### src/rtl/window_filter_stream.sv
// window_filter_stream: raster-order 3x3 filter (pass / gaussian / laplacian-abs) with zero padding,
// valid/ready on both sides and a three-stage window -> arithmetic -> output pipeline.
module window_filter_stream #(
    parameter int IMG_W = 64,
    parameter int IMG_H = 64,
    parameter int PIX_W = 8
) (
    input  logic             clk,
    input  logic             rst_n,
    input  logic             en,
    input  logic [1:0]       mode,
    input  logic             s_valid,
    output logic             s_ready,
    input  logic [PIX_W-1:0] s_data,
    output logic             m_valid,
    input  logic             m_ready,
    output logic [PIX_W-1:0] m_data,
    output logic             m_last,
    output logic             frame_done
);
    localparam int N  = IMG_W * IMG_H;
    localparam int IW = $clog2(N);
    localparam int RW = $clog2(IMG_H);
    localparam int CW = $clog2(IMG_W);
    localparam int SL = 2 * IMG_W + 3;
    localparam int GW = PIX_W + 4;
    localparam int SW = PIX_W + 5;

    typedef enum logic [2:0] {IDLE, FILL, RUN, FLUSH, DRAIN, DONE} state_t;

    state_t           st, st_n;
    logic             live;
    logic [1:0]       fm;
    logic [IW-1:0]    in_idx;
    logic [RW-1:0]    o_r, w_r;
    logic [CW-1:0]    o_c, w_c;
    logic [PIX_W-1:0] sr [SL];
    logic             w_v, a_v, a_l, m_v, m_l;
    logic [PIX_W-1:0] a_d, m_d, f_d;
    logic             adv, beat, step, produce, o_end;
    logic [PIX_W-1:0] p [9];
    logic [GW-1:0]    g;
    logic [SW-1:0]    nb, v, av;

    // The whole pipeline moves together; it only stalls when the output register cannot drain.
    assign adv        = en && !(m_v && !m_ready);
    assign s_ready    = live && adv && (st == IDLE || st == FILL || st == RUN);
    assign m_valid    = m_v && en;
    assign m_data     = m_d;
    assign m_last     = m_l;
    assign frame_done = en && st == DONE;
    assign beat       = s_valid && s_ready;
    assign step       = adv && st == FLUSH;
    assign produce    = (beat && in_idx >= IW'(IMG_W + 1)) || step;
    assign o_end      = o_r == RW'(IMG_H - 1) && o_c == CW'(IMG_W - 1);

    always_comb begin
        st_n = st;
        case (st)
            IDLE:    st_n = beat ? FILL : IDLE;
            FILL:    st_n = (beat && in_idx == IW'(IMG_W + 1)) ? RUN : FILL;
            RUN:     st_n = (beat && in_idx == IW'(N - 1)) ? FLUSH : RUN;
            FLUSH:   st_n = (step && o_end) ? DRAIN : FLUSH;
            DRAIN:   st_n = (m_valid && m_ready && m_l) ? DONE : DRAIN;
            DONE:    st_n = en ? IDLE : DONE;
            default: st_n = IDLE;
        endcase
    end

    // sr[0] is the newest pixel; the window centre sits W+1 pixels back.
    always_comb begin
        g  = '0;
        nb = '0;
        for (int dr = 0; dr < 3; dr++)
            for (int dc = 0; dc < 3; dc++)
                p[dr*3+dc] = ((dr == 0 && w_r == '0) || (dr == 2 && w_r == RW'(IMG_H - 1)) ||
                              (dc == 0 && w_c == '0) || (dc == 2 && w_c == CW'(IMG_W - 1)))
                             ? '0 : sr[(2-dr)*IMG_W + 2 - dc];
        for (int i = 0; i < 9; i++) begin
            g  = g + (GW'(p[i]) << ((i == 4) ? 2 : (i % 2)));
            nb = nb + ((i == 4) ? '0 : SW'(p[i]));
        end
        v   = (SW'(p[4]) << 3) - nb;
        av  = v[SW-1] ? -v : v;
        f_d = fm == 2'd1 ? PIX_W'(g >> 4) :
              fm == 2'd2 ? (av > SW'((1 << PIX_W) - 1) ? '1 : av[PIX_W-1:0]) : p[4];
    end

    always_ff @(posedge clk or negedge rst_n) begin
        if (!rst_n) begin
            st     <= IDLE;
            live   <= 1'b0;
            fm     <= '0;
            in_idx <= '0;
            o_r    <= '0;
            o_c    <= '0;
            w_r    <= '0;
            w_c    <= '0;
            w_v    <= 1'b0;
            a_v    <= 1'b0;
            a_l    <= 1'b0;
            a_d    <= '0;
            m_v    <= 1'b0;
            m_l    <= 1'b0;
            m_d    <= '0;
            for (int i = 0; i < SL; i++) sr[i] <= '0;
        end else if (en) begin
            st   <= st_n;
            live <= 1'b1;
            if (beat && st == IDLE) fm <= mode == 2'd3 ? 2'd0 : mode;
            if (beat) in_idx <= in_idx == IW'(N - 1) ? '0 : in_idx + IW'(1);
            if (beat || step) begin
                sr[0] <= beat ? s_data : '0;
                for (int i = 1; i < SL; i++) sr[i] <= sr[i-1];
            end
            if (adv) begin
                w_v <= produce;
                a_v <= w_v;
                a_l <= w_v && w_r == RW'(IMG_H - 1) && w_c == CW'(IMG_W - 1);
                a_d <= f_d;
                m_v <= a_v;
                m_l <= a_l;
                m_d <= a_d;
            end
            if (produce) begin
                w_r <= o_r;
                w_c <= o_c;
                o_c <= o_c == CW'(IMG_W - 1) ? '0 : o_c + CW'(1);
                if (o_c == CW'(IMG_W - 1)) o_r <= o_r == RW'(IMG_H - 1) ? '0 : o_r + RW'(1);
            end
        end
    end
endmodule

### config.mk
export PLATFORM = sky130hd
export DESIGN_NAME = window_filter_stream
export DESIGN_NICKNAME = d
export VERILOG_FILES = /design/src/rtl/window_filter_stream.sv
export SDC_FILE = /design/constraint.sdc
export NUM_CORES = 2
export LEC_CHECK = 0
export ABC_CLOCK_PERIOD_IN_PS = 5300
export CAP_MARGIN = 40
export CORE_MARGIN = 1.5
export CORE_UTILIZATION = 54
export CTS_CLUSTER_DIAMETER = 40
export CTS_CLUSTER_SIZE = 30
export DETAILED_ROUTE_END_ITERATION = 16
export PLACE_DENSITY_LB_ADDON = 0.12
export SYNTH_ARGS = -nofsm -noshare
export SYNTH_HDL_FRONTEND = slang
export SYNTH_SLANG_ARGS = --single-unit
### constraint.sdc
create_clock -name clk -period 5.3 [get_ports clk]
set_clock_uncertainty 0.1 [all_clocks]
set_input_delay 0.795 -clock clk [delete_from_list [all_inputs] [get_ports clk]]
set_output_delay 0.795 -clock clk [all_outputs]
set_load 0.02 [all_outputs]
==> impl_metrics.prom <==
# TYPE chip_impl_metric gauge
chip_impl_info{name="crit_path_start_kind",value="flip-flop"} 1
chip_impl_metric{name="detail_route.wirelength",unit="um"} 92400
chip_impl_metric{name="cts.clk_slew.worst_paths",unit="ns"} 0.06
chip_impl_info{name="critical_path.slowest_cell",value="sky130_fd_sc_hd__fa_1"} 1
chip_impl_info{name="top_routing_layer_in_use",value="met4"} 1
chip_impl_metric{name="via_count_of_the_first_global_routing_pass",unit=""} 32400
chip_impl_metric{name="synthesis_stage_register_bit_count",unit=""} 1111
chip_impl_metric{name="clk_path_buf_depth",unit=""} 3
chip_impl_info{name="cts.root.buffer_cell",value="sky130_fd_sc_hd__clkbuf_16"} 1
chip_impl_info{name="worstSetupPathType",value="flip-flop to flip-flop"} 1
chip_impl_metric{name="worst-path-max-fanout",unit=""} 7
chip_impl_metric{name="power.ir.vdd_worst",unit="V"} 0.000689
chip_impl_info{name="cpLargestDelayFamily",value="adder cells"} 1
chip_impl_info{name="cts_tree",value="done"} 1
chip_impl_metric{name="synthCells",unit=""} 5230
chip_impl_info{name="startpoint_of_the_worst_slack_reg_to_reg_timing_path",value="w_r[2]"} 1
chip_impl_metric{name="routed-wl-met3",unit="um"} 2270
chip_impl_metric{name="detailedPlacementHpwl",unit="um"} 58100
chip_impl_metric{name="number_of_synthesized_flops_with_an_enable_pin",unit=""} 0
chip_impl_metric{name="detailroute.via_count",unit=""} 32400
chip_impl_metric{name="post_synth_instance_area",unit="sq um"} 46400
chip_impl_metric{name="postSynthAreaPerCell",unit="sq um"} 8.86
chip_impl_metric{name="ys_warn_count",unit=""} 0
chip_impl_metric{name="synth_simple_gate_area_share",unit=""} 0.283
chip_impl_metric{name="seq_area_frac_synth",unit=""} 0.600
chip_impl_metric{name="final_max_slew_viol_count",unit=""} 0
chip_impl_metric{name="layout_setup_ws",unit="ns"} -0.354
chip_impl_info{name="violations",value="setup timing"} 1
chip_impl_metric{name="number_of_maximum_capacitance_constraint_violations",unit=""} 0
chip_impl_info{name="postSynth.topFlopCell",value="sky130_fd_sc_hd__dfrtp_1"} 1
chip_impl_metric{name="f_max",unit="MHz"} 177
chip_impl_metric{name="yosys.area_share.xor_xnor",unit=""} 0.00491
chip_impl_metric{name="report.final.hold_viol_count",unit=""} 0
chip_impl_metric{name="grt_util_all_layers",unit=""} 0.220
chip_impl_metric{name="critical_path_buf_inv_count",unit=""} 5
chip_impl_metric{name="period_needed",unit="ns"} 5.65
chip_impl_metric{name="die-width",unit="um"} 296
chip_impl_metric{name="worst_reg_to_reg_path_cell_count",unit=""} 20
chip_impl_metric{name="syn_nets",unit=""} 5388
chip_impl_metric{name="core.rowCount",unit=""} 107
chip_impl_metric{name="crit_path_max_incr_delay",unit="ns"} 0.51
chip_impl_metric{name="fill_cell_count",unit=""} 7190
chip_impl_info{name="hold_class",value="input pin to async pin"} 1
chip_impl_metric{name="post-route-util",unit=""} 0.635
chip_impl_metric{name="timing.final.setup_violations",unit=""} 8
chip_impl_info{name="most_frequent_standard_cell_in_the_layout_excluding_fill_and_tap_cells",value="sky130_fd_sc_hd__nand2_1"} 1
chip_impl_info{name="critPathMostFrequentCell",value="sky130_fd_sc_hd__fa_1"} 1
chip_impl_metric{name="antennaDiodeCount",unit=""} 0
chip_impl_metric{name="postCtsHoldBufs",unit=""} 0
chip_impl_metric{name="synth-compound-area-share",unit=""} 0.0205
chip_impl_metric{name="route.antenna.remaining_nets",unit=""} 0
chip_impl_info{name="critical_path.reg2reg.endpoint",value="a_d[1]"} 1
chip_impl_info{name="critical_path.endpoint_type",value="flip-flop"} 1
chip_impl_metric{name="cp.required",unit="ns"} 5.80
chip_impl_metric{name="num_io_pins",unit=""} 27
chip_impl_metric{name="async_reset_ff_frac",unit=""} 1.00
chip_impl_metric{name="floorplan.core_area",unit="sq um"} 85100
chip_impl_metric{name="dpl.cell_count",unit=""} 6326
chip_impl_info{name="synth_top_family_by_area",value="simple AND/OR/NAND/NOR gates"} 1
chip_impl_metric{name="p_per_area",unit="nW/um^2"} 564
chip_impl_metric{name="insertion_delay",unit="ns"} 0.72
chip_impl_metric{name="cts_num_sinks",unit=""} 1111
chip_impl_metric{name="detailed_route_vias_per_instance",unit=""} 4.92
chip_impl_metric{name="timing.final.crit_share",unit=""} 1.07
chip_impl_info{name="grt_setup_unrepaired",value="yes"} 1
chip_impl_metric{name="max-slew-margin-rel",unit=""} 0.416
chip_impl_metric{name="met2RoutedLength",unit="um"} 44800
chip_impl_metric{name="cts-buffers-inserted",unit=""} 135
chip_impl_metric{name="area_enclosed_by_the_die_boundary",unit="sq um"} 87600
chip_impl_metric{name="fin_total_pwr",unit="mW"} 30.5
chip_impl_info{name="status",value="finished, violations left"} 1
chip_impl_metric{name="remaining_drc_errors",unit=""} 0
chip_impl_metric{name="port-buffer-count",unit=""} 26
chip_impl_metric{name="post_synth_mux_area_share",unit=""} 0.00189
chip_impl_metric{name="grt_remaining_overflow",unit=""} 0
chip_impl_metric{name="initial_core_util",unit=""} 0.544
chip_impl_info{name="cells_along_the_critical_path",value="nor4_4 -> nand2_2 -> buf_8 -> buf_6 -> and3_4 -> fa_1 -> fa_1 -> inv_1 -> fa_1 -> fa_1 -> ha_4 -> buf_4 -> or3_4 -> and2_4 -> nor4_4 -> nor2_2 -> a31oi_4 -> a21oi_2 -> buf_4 -> a31oi_1"} 1
chip_impl_metric{name="leakage",unit="nW"} 30.4
chip_impl_metric{name="hold_slack",unit="ns"} 0.0352
chip_impl_metric{name="gp_congestion",unit=""} 0.881
chip_impl_metric{name="grt_pass1_wl",unit="um"} 159000
chip_impl_metric{name="grt_max_degree",unit=""} 135
chip_impl_metric{name="setup.reg_to_reg.worst_slack",unit="ns"} -0.35
chip_impl_metric{name="initialDrtViolationCount",unit=""} 2066
chip_impl_metric{name="fin_cells",unit=""} 6596
chip_impl_metric{name="cp.arrival",unit="ns"} 6.15
chip_impl_metric{name="synth_fa_ha_area_frac",unit=""} 0.0556
chip_impl_metric{name="cts_htree_levels",unit=""} 4
chip_impl_metric{name="area_growth_syn_to_layout",unit="%"} 16.7
chip_impl_metric{name="die-height",unit="um"} 296
chip_impl_metric{name="route.layer.met1.wl",unit="um"} 43000
chip_impl_info{name="final_cell_mix",value="3247 x sky130_fd_sc_hd__nand2_1, 1111 x sky130_fd_sc_hd__dfrtp_1, 160 x sky130_fd_sc_hd__buf_4"} 1
chip_impl_metric{name="drt_pre_antenna_iters",unit=""} 5
chip_impl_metric{name="drive_gt1_frac",unit=""} 0.0948
chip_impl_metric{name="design.final.nets",unit=""} 5498
chip_impl_metric{name="number_of_antenna_violations_at_the_first_check_in_global_routing",unit=""} 0
chip_impl_metric{name="routedWlPerCell",unit="um"} 14.0
chip_impl_metric{name="worst-slew-pin-transition",unit="ns"} 0.876
chip_impl_metric{name="final.setup.tns",unit="ns"} -2.59
chip_impl_metric{name="synth.distinct_cells",unit=""} 64
-- routing by layer --
layer,global-route usage,vias up
li1,-,16200
met1,0.302,15800
met2,0.362,306
met3,0.0319,140
met4,0.0764,0
met5,0,-
-- stage by stage --
step	setup WS, ns	instance area (sq um)
6_report	-0.354	54100
5_1_grt	-0.595	54100
4_1_cts	-0.355	53900
3_5_place_dp	-0.562	48900
3_3_place_gp	-0.458	48900
2_1_floorplan	-0.0181	46500
-- Yosys cell counts, drive strengths merged (10+ instances only) --
cell type,number,area share
o21ai,47,0.0051
buf,89,0.0096
fa,105,0.045
nor3,14,0.0016
nor2,31,0.0026
a31oi,10,0.0015
inv,134,0.011
xnor2,17,0.0032
ha,38,0.010
and2,19,0.0026
a21oi,31,0.0035
clkbuf,167,0.014
dfrtp,1111,0.60
and3,25,0.0034
nand3,13,0.0014
nand2,3252,0.26
-- sequential cells by signal, summed over array words and instances (netlist names) --
signal,count
o_r,6
a_d,8
m_last,1
in_idx,12
p,8
w_r,6
o_c,6
a_l,1
a_v,1
w_v,1
st,3
fm,2
w_c,6
m_v,1
sr,1040
live,1
m_data,8
-- worst register-to-register path, stage by stage (launching register included) --
cell                      delay, ns
sky130_fd_sc_hd__dfrtp_1       0.42
sky130_fd_sc_hd__nor4_4        0.35
sky130_fd_sc_hd__nand2_2       0.15
sky130_fd_sc_hd__buf_8         0.16
sky130_fd_sc_hd__buf_6         0.13
sky130_fd_sc_hd__and3_4        0.18
sky130_fd_sc_hd__fa_1          0.48
sky130_fd_sc_hd__fa_1          0.50
sky130_fd_sc_hd__inv_1         0.05
sky130_fd_sc_hd__fa_1          0.51
sky130_fd_sc_hd__fa_1          0.46
sky130_fd_sc_hd__ha_4          0.27
sky130_fd_sc_hd__buf_4         0.14
sky130_fd_sc_hd__or3_4         0.39
sky130_fd_sc_hd__and2_4        0.18
sky130_fd_sc_hd__nor4_4        0.36
sky130_fd_sc_hd__nor2_2        0.09
sky130_fd_sc_hd__a31oi_4       0.21
sky130_fd_sc_hd__a21oi_2       0.10
sky130_fd_sc_hd__buf_4         0.15
sky130_fd_sc_hd__a31oi_1       0.16
-- cell type report --
cell class | count | area, sq um | area share
clock buffers | 162 | 3650 | 0.0675
clock inverters | 87 | 1120 | 0.0206
inverters | 134 | 503 | 0.00930
multi-input cells | 3729 | 17300 | 0.320
flip-flops and latches | 1111 | 27800 | 0.514
well taps | 1144 | 1430 | 0.0265
repair buffers | 229 | 2260 | 0.0419
-- where the power goes --
group / total (mW) / internal [mW] / switching [mW]
registers: 9.71 / 9.19 / 0.517
logic: 11.2 / 5.44 / 5.78
clock network: 9.57 / 5.77 / 3.79
-- worst max path at each step --
stage	slack, ns	cells past startpoint	to	start
finish	-0.35	20	a_d[1]	w_r[2]
global route	-0.59	22	a_d[3]	w_r[0]
CTS	-0.35	21	a_d[1]	w_c[2]
detailed placement	-0.56	18	a_d[7]	w_c[5]
global placement	-0.46	21	a_d[6]	w_c[5]
floorplan	-0.02	22	a_d[5]	w_r[5]
-- logic make-up (layout without fill, tap and decap cells) --
| group | Yosys count | count (layout) |
|---|---|---|
| AOI/OAI and AO/OA | 146 | 146 |
| xor gates and xnor gates | 26 | 26 |
| adders and majority gates | 143 | 143 |
| buffers and inverters | 390 | 612 |
| DFF | 1111 | 1111 |
| muxes | 8 | 8 |
| and+or+nand+nor | 3406 | 3406 |
-- repair_timing --
item / in CTS / in global routing
endpoints found under the setup margin: 8 / 8
gates cloned: 1 / 0
gates resized for setup: 26 / 29
buffers inserted: 15 / 5
pin swaps: 25 / 16
Power figures use the tool's default switching activity.
